### src/rtl/if_fetch_unit.sv
`default_nettype none
// ---------------------------------------------------------------------------
// if_fetch_unit : instruction-fetch producer feeding the IF/ID register
// Revision      : 1.0
// ---------------------------------------------------------------------------
module if_fetch_unit #(
  parameter logic [31:0] RESET_PC = 32'h0000_0000,
  parameter int          CNT_W    = 16
) (
  input  logic             CLK,
  input  logic             RST_n,
  input  logic             StaF,
  input  logic             PCSrcD,
  input  logic [31:0]      PCBranchD,
  output logic             imem_req,
  output logic [31:0]      imem_addr,
  input  logic             imem_ack,
  input  logic [31:0]      imem_rdata,
  output logic [31:0]      instructionF,
  output logic [31:0]      pcplus4F,
  output logic             FetchValid,
  output logic [CNT_W-1:0] BubbleCnt
);

  typedef enum logic [1:0] {
    ST_BOOT = 2'd0,
    ST_RUN  = 2'd1,
    ST_HOLD = 2'd2
  } state_t;

  state_t      r_state, w_state_nxt;
  logic [31:0] r_pc, w_pc_nxt;
  logic [31:0] r_buf_instr, r_buf_pcp4;
  logic        w_buf_load, w_buf_clr;
  logic [CNT_W-1:0] r_bubble_cnt;

  wire [31:0] w_pc_plus4  = r_pc + 32'd4;
  wire [31:0] w_redirect  = PCBranchD & ~32'h3;

  assign imem_addr = r_pc;
  assign BubbleCnt = r_bubble_cnt;

  // Redirect wins over any ack or held instruction in both fetching states.
  always_comb begin
    w_state_nxt  = r_state;
    w_pc_nxt     = r_pc;
    w_buf_load   = 1'b0;
    w_buf_clr    = 1'b0;
    imem_req     = 1'b0;
    instructionF = 32'h0;
    pcplus4F     = 32'h0;
    FetchValid   = 1'b0;
    case (r_state)
      ST_BOOT: w_state_nxt = ST_RUN;
      ST_RUN: begin
        imem_req = 1'b1;
        if (PCSrcD) begin
          w_pc_nxt = w_redirect;
        end else if (imem_ack) begin
          w_pc_nxt = w_pc_plus4;
          if (StaF) begin
            w_buf_load  = 1'b1;
            w_state_nxt = ST_HOLD;
          end else begin
            FetchValid   = 1'b1;
            instructionF = imem_rdata;
            pcplus4F     = w_pc_plus4;
          end
        end
      end
      ST_HOLD: begin
        if (PCSrcD) begin
          w_pc_nxt    = w_redirect;
          w_buf_clr   = 1'b1;
          w_state_nxt = ST_RUN;
        end else begin
          FetchValid   = 1'b1;
          instructionF = r_buf_instr;
          pcplus4F     = r_buf_pcp4;
          if (!StaF) begin
            w_buf_clr   = 1'b1;
            w_state_nxt = ST_RUN;
          end
        end
      end
      default: w_state_nxt = ST_BOOT;
    endcase
  end

  always_ff @(posedge CLK or negedge RST_n) begin
    if (!RST_n) begin
      r_state     <= ST_BOOT;
      r_pc        <= RESET_PC & ~32'h3;
      r_buf_instr <= 32'h0;
      r_buf_pcp4  <= 32'h0;
    end else begin
      r_state <= w_state_nxt;
      r_pc    <= w_pc_nxt;
      if (w_buf_load) begin
        r_buf_instr <= imem_rdata;
        r_buf_pcp4  <= w_pc_plus4;
      end else if (w_buf_clr) begin
        r_buf_instr <= 32'h0;
        r_buf_pcp4  <= 32'h0;
      end
    end
  end

  // Saturating count of bubble cycles once out of BOOT.
  always_ff @(posedge CLK or negedge RST_n) begin
    if (!RST_n) begin
      r_bubble_cnt <= '0;
    end else if (r_state != ST_BOOT && !FetchValid && !(&r_bubble_cnt)) begin
      r_bubble_cnt <= r_bubble_cnt + CNT_W'(1);
    end
  end

endmodule
`default_nettype wire

### config.mk
export PLATFORM = sky130hd
export DESIGN_NAME = if_fetch_unit
export DESIGN_NICKNAME = d
export VERILOG_FILES = /design/src/rtl/if_fetch_unit.sv
export SDC_FILE = /design/constraint.sdc
export NUM_CORES = 1
export LEC_CHECK = 0
export BUFFER_PORTS_ARGS = -buffer_cell sky130_fd_sc_hd__buf_2
export CAP_MARGIN = 20
export CORE_MARGIN = 2
export CORE_UTILIZATION = 52
export DETAILED_ROUTE_END_ITERATION = 6
export PLACE_DENSITY = 0.78
export SYNTH_ARGS = -nofsm -noshare
export SYNTH_HDL_FRONTEND = slang
export SYNTH_SLANG_ARGS = --single-unit
### constraint.sdc
create_clock -name CLK -period 3.5 [get_ports CLK]
set_input_delay 1.05 -clock CLK [delete_from_list [all_inputs] [get_ports CLK]]
set_output_delay 1.05 -clock CLK [all_outputs]
set_load 0.01 [all_outputs]
**Yosys cells after proc, flatten, opt, wreduce, memory -nomap -nowiden**

Cells that the tools add are included.

- Bits in writable memories: 0
- Memory bits (read-only): 0
- Register bits after elaboration: 114
- Memories: 0
- Logic and storage cells: 61
- Input bits: 69
- Latch bits: 0
- Output and inout bits: 114

- Eq/ne operators: 8
- Reduce and logical (&&, ||, !) cells: 11
- $lt $le $gt $ge: 0
- Multiplexer cells: 35
- Multiply operators: 0
- Shift operators: 0
- Bitwise operators: 0
- Add/sub/neg operators: 2
- Div/mod/pow operators: 0

Operators with widths:

| operator | number |
|---|---|
| $mux 32 | 14 |
| $pmux 32 s2 | 3 |
| $add 32x3->32 const B | 1 |
| $add 16x1->16 const B | 1 |
| $reduce_and 16->1 | 1 |
| $mux 1 | 11 |
| $mux 2 | 5 |
| $ne 2x2->1 const B | 4 |
| $ne 3x3->1 const B | 2 |
| $pmux 2 s3 | 1 |
| $reduce_bool 2->1 | 3 |
| $reduce_and 4->1 | 1 |
| $reduce_and 3->1 | 1 |
| $eq 2x1->1 const B | 1 |
| $eq 2x2->1 const B | 1 |
| $logic_and 1x1->1 | 2 |
| $logic_not 1->1 | 2 |
| $logic_not 2->1 | 1 |
| $pmux 1 s2 | 1 |

**Depth between registers and ports, before layout**

- Depth after elaboration: 7
- Gate-level depth with buffers: 9
- Gate-level depth less buffers: 7

**Worst setup path after synthesis**

OpenSTA, ideal clock, no wires.

- Path kind: input port to output port
- Start point: input port PCSrcD
- End point: output port instructionF[0]
- Arrival: 2,136 ps
- Setup slack: 314 ps
- Buffers on the path: 2
- Cell stages on the path: 5
- Required time: 2,450 ps
- Path through: nor2b_1 -> and2_1 -> clkbuf_1 -> clkbuf_1 -> a22o_1

- Longest elaborated chain between the ends: 2
- Elaborated cells between the ends (all ways): 3
- Classes of those cells: mux: 3

Ends and longest elaborated chain:

| what | line | RTL |
|---|---|---|
| from (decl) | 13 | `input logic PCSrcD,` |
| $mux 32, on equally long branches | 72, 57 |  |
| $pmux 32 s2 * | 53 | `case (r_state)` |
| to (decl) | 19 | `output logic [31:0] instructionF,` |

Every way passes the cells marked *; elsewhere a longest branch is shown, timed or not.

**Final worst setup path**

- Start point: register r_pc[2] (netlist: imem_addr[2])
- End point: output port pcplus4F[30]

- Longest elaborated chain between the ends: 5

Ends and longest elaborated chain:

| what | line | RTL |
|---|---|---|
| from (decl) | 32 | `logic [31:0] r_pc, w_pc_nxt;` |
| from (signal assigned) | 93 | `r_pc <= RESET_PC & ~32'h3;` |
| from (signal assigned) | 98 | `r_pc <= w_pc_nxt;` |
| $add 32x3->32 | 37 | `wire [31:0] w_pc_plus4 = r_pc + 32'd4;` |
| $mux 32 | 61 | `if (StaF) begin` |
| $mux 32 | 59 | `end else if (imem_ack) begin` |
| $mux 32 | 57 | `if (PCSrcD) begin` |
| $pmux 32 s2 | 53 |  |
| to (decl) | 20 | `output logic [31:0] pcplus4F,` |

Every way passes these cells.

==> results by group <==
Synth
  – Synth Area in XOR/XNOR: between 6 and 7%
  – Post-synthesis sequential area ratio: between 40% and 50%
  – Synth Flop Type: dfrtp_1
  – Syn Area/Cell: roughly 9.4 um2
  – Mapped Cells: ~640
  – Synthesis Warnings: 0
  – Mapped Area: roughly 6000 um2
  – Number of enable flip-flop cells after synthesis: 0
  – Synth unique cells: between 40 and 50
  – Post-synthesis simple-gate area fraction: between 10% and 20%
  – Synth Area in Adders: under 10%
  – Largest family of logic cells by synthesized area: compound AO/OA/AOI/OAI gates
  – Post-synth ARST share: between 90% and 100%
  – Post-synthesis mux area share: less than 1%
  – Synth Area in Compound Gates: about a quarter
  – Post-synthesis register bit count: around 110

Cells and area
  – # nets final: about 870
  – Fraction of layout cells with a size suffix above 1: 30.2%
  – Commonest non-fill, non-tap cell in the layout: buf_2
  – Storage element area: 2780 um2
  – # fillers: approximately 920
  – Area growth syn-to-layout: 24.4%
  – Antenna Cells: 0
  – Post-route cell area: ~7400 um2
  – Area taken by multi-input logic gates: between 3000 and 4000 um2
  – Most frequent cells in the layout: buf_2 (177), dfrtp_1 (109), nand2_1 (108), a22o_1 (66), o21ai_0 (54)

Placement
  – Placed cell area: 7030 um2
  – IO buf count: between 150 and 200
  – GP Congestion: 0.852
  – DP HPWL: approximately 11 mm

STA
  – Final setup vio count: 0
  – Worst slew pin tran: about 0.7 ns
  – Max frequency: a little under 0.3 GHz
  – Layout Skew: approximately 0.0064 ns
  – Endpoints failing hold: 0
  – Setup TNS: 0 ns
  – Max Slew Vio Count: 0
  – Crit share post-route: a little over nine tenths
  – Slew headroom: 54.2%
  – Min Tclk post-route: 3.43 ns

Power
  – Pwr/cell area: between 700 and 800 nW/um2
  – Peak VDD IR: around 0.00042 V
  – Power share of the sequential group: around two fifths
  – Net Switching: 2.18 mW
  – Clock power frac: slightly below 20%
  – Comb pwr share: 38.3%
  – Power Internal: 3.41 mW
  – Leak Pwr: between 3 and 4 nW
  – Net Sw Frac: 39.0%

GRT
  – First-pass GRT wire length: 26.1 mm
  – Vias in the first global route: ~5300
  – Largest net degree at the start of global routing: 79
  – Overall Global Routing Usage: between 20% and 30%
  – Initial antenna violation count: 0
  – Remaining Overflow, GRT: 0

Clocking
  – Root buffer cell: clkbuf_16
  – Clk buf depth: 2
  – Clock-pin slew on the worst setup and hold paths: approximately 0.070 ns
  – Worst-Skew Late Latency: 0.35 ns
  – H-tree depth: 3
  – Cts hold-fix bufs: 0
  – CTS tree: done
  – Clock sinks: roughly 110
  – CTS buffer count: 9

Routing
  – Residual DRC count: 0
  – Detail Route Antenna Nets: 0
  – DR vias/cell: approximately 6
  – Pre-antenna DRT Iters: 7
  – Drt wl/cell: about 17 um
  – WL final: about 16 mm
  – Total number of vias: about 5600
  – Drt initial violations: roughly 540

Setup path
  – Worst setup EP type: output port
  – Worst Path Max Fanout: 7
  – CP Class: reg -> out
  – Worst R2R Setup Slack: roughly 1.2 ns
  – Required time of the critical path: 2.45 ns
  – Startpoint types: register
  – WP data arrival: between 2 and 2.5 ns

Min path
  – Hold Path Class: reg -> reg

Die
  – Placement Rows: 39
  – Core area: between 10000 and 15000 um2
  – # IOs: about 180
  – Area of the die: ~12000 um2
  – DIE WIDTH: roughly 110 um
  – Initial Util: a little over half
  – Die height: between 100 and 150 um

Status
  – Status: complete, no violations

Flow run
  – Max cap viols: 0
## routing by layer
metal	part of all wire, %	routed length (um)	GRT usage, %
met1	44	7050	36.4
met4	1.7	269	8.07
met2	47	7520	40.4
met3	7.1	1130	3.94
met5	0	0	0
## cell families after synthesis
kind of cell             after synthesis
AO/OA/AOI/OAI                        218
flip-flops                           111
AND/OR/NAND/NOR                      199
XOR/XNOR                              42
other                                  1
multiplexers                           3
buffers and inverters                 55
adder cells (fa/ha/maj)                6
## power by group through the flow
stage | clock network, mW | logic [mW] | registers, mW
finish | 1.12 | 2.14 | 2.33
global route | 1.17 | 2.36 | 2.41
CTS | 1.14 | 2.09 | 2.31
detailed placement | 0 | 2.07 | 2.33
global placement | 0 | 2.00 | 2.29
floorplan | 0 | 1.33 | 2.30
## worst max-delay path, cell delays in order, from the launching register on
cell and delay, ns:
dfrtp_2 0.46, ha_4 0.20, nand4_1 0.21, nor3_2 0.30
buf_4 0.18, nand3_1 0.13, xor2_1 0.18, o21ai_0 0.20
buf_2 0.17
## layout make-up
type | count | share of cell area, %
Multi-Input combinational cell | 470 | 40.9
Inverter | 7 | 0.354
Sequential cell | 111 | 37.4
Clock inverter | 3 | 0.876
Clock buffer | 13 | 3.50
Tap cell | 143 | 2.41
Timing Repair Buffer | 198 | 14.6
## sequential cells by signal, indices dropped and copies added (netlist names)
register / cells
BubbleCnt: 16
r_state: 2
imem_addr: 30
r_buf_pcp4: 31
r_buf_instr: 32
## cells in the mapped netlist, types with 2 or more instances
cell       number  area (um2)
a22oi_1         2        15.0
o22a_1          4        35.0
a22o_1         66         578
o21ai_0        54         270
o22ai_1        19         119
a2bb2oi_1      16         140
a21oi_1        29         145
nor4_4          3        63.8
xor2_1         21         184
mux2_2          2        22.5
a31oi_1         4        25.0
o21ai_1        12        60.1
ha_1            6        75.1
and4_1          2        17.5
clkbuf_1       38         143
o21ai_2         2        17.5
and2_1          4        25.0
buf_4           3        22.5
nor2b_1         4        25.0
dfrtp_1       111        2780
nand2_1       108         405
nor2_1         20        75.1
nand4_1        12        75.1
nand3b_1        2        15.0
xnor2_1        20         175
o21a_1          3        22.5
buf_2           5        25.0
nand3_1        22         110
and3_1          9        56.3
or3_1           2        12.5
o211ai_1        2        15.0
inv_1           7        26.3
nor3_1          5        25.0
## timing repair
| action | CTS | global route |
|---|---|---|
| pin swaps | 0 | 3 |
| gates resized for setup | 2 | 9 |
| hold endpoints to repair | 0 | 0 |
| buffers inserted | 0 | 3 |
| setup endpoints to repair | 7 | 17 |
## path summary, 6_finish.rpt
kind | startpoint | endpoint | cells after the start
setup reg to reg | r_state[1] | BubbleCnt[1] | 7
hold / removal | r_buf_pcp4[27] | r_buf_pcp4[27] | 2
max in group asynchronous | RST_n | imem_addr[18] | 2
hold reg to reg | r_buf_pcp4[27] | r_buf_pcp4[27] | 2
setup / recovery | imem_addr[2] | pcplus4F[30] | 8
min in group asynchronous | RST_n | BubbleCnt[15] | 1
## per-stage QoR
| stage | std cells | hold WS [ns] | power (mW) | utilization, % | setup WS [ns] |
|---|---|---|---|---|---|
| final | 945 | 0.479 | 5.59 | 65.6 | 0.0661 |
| after CTS | 942 | 0.481 | 5.54 | 65.0 | 0.0287 |
| after detailed placement | 926 | 0.465 | 4.40 | 62.1 | 0.177 |
| after floorplan | 636 | 0.445 | 3.63 | - | 0.314 |
| after global placement | 926 | 0.461 | 4.29 | 62.1 | 0.204 |
| after global routing | 945 | 0.497 | 5.94 | 65.6 | -0.00357 |
No activity file was read; power rests on OpenSTA's default activity.
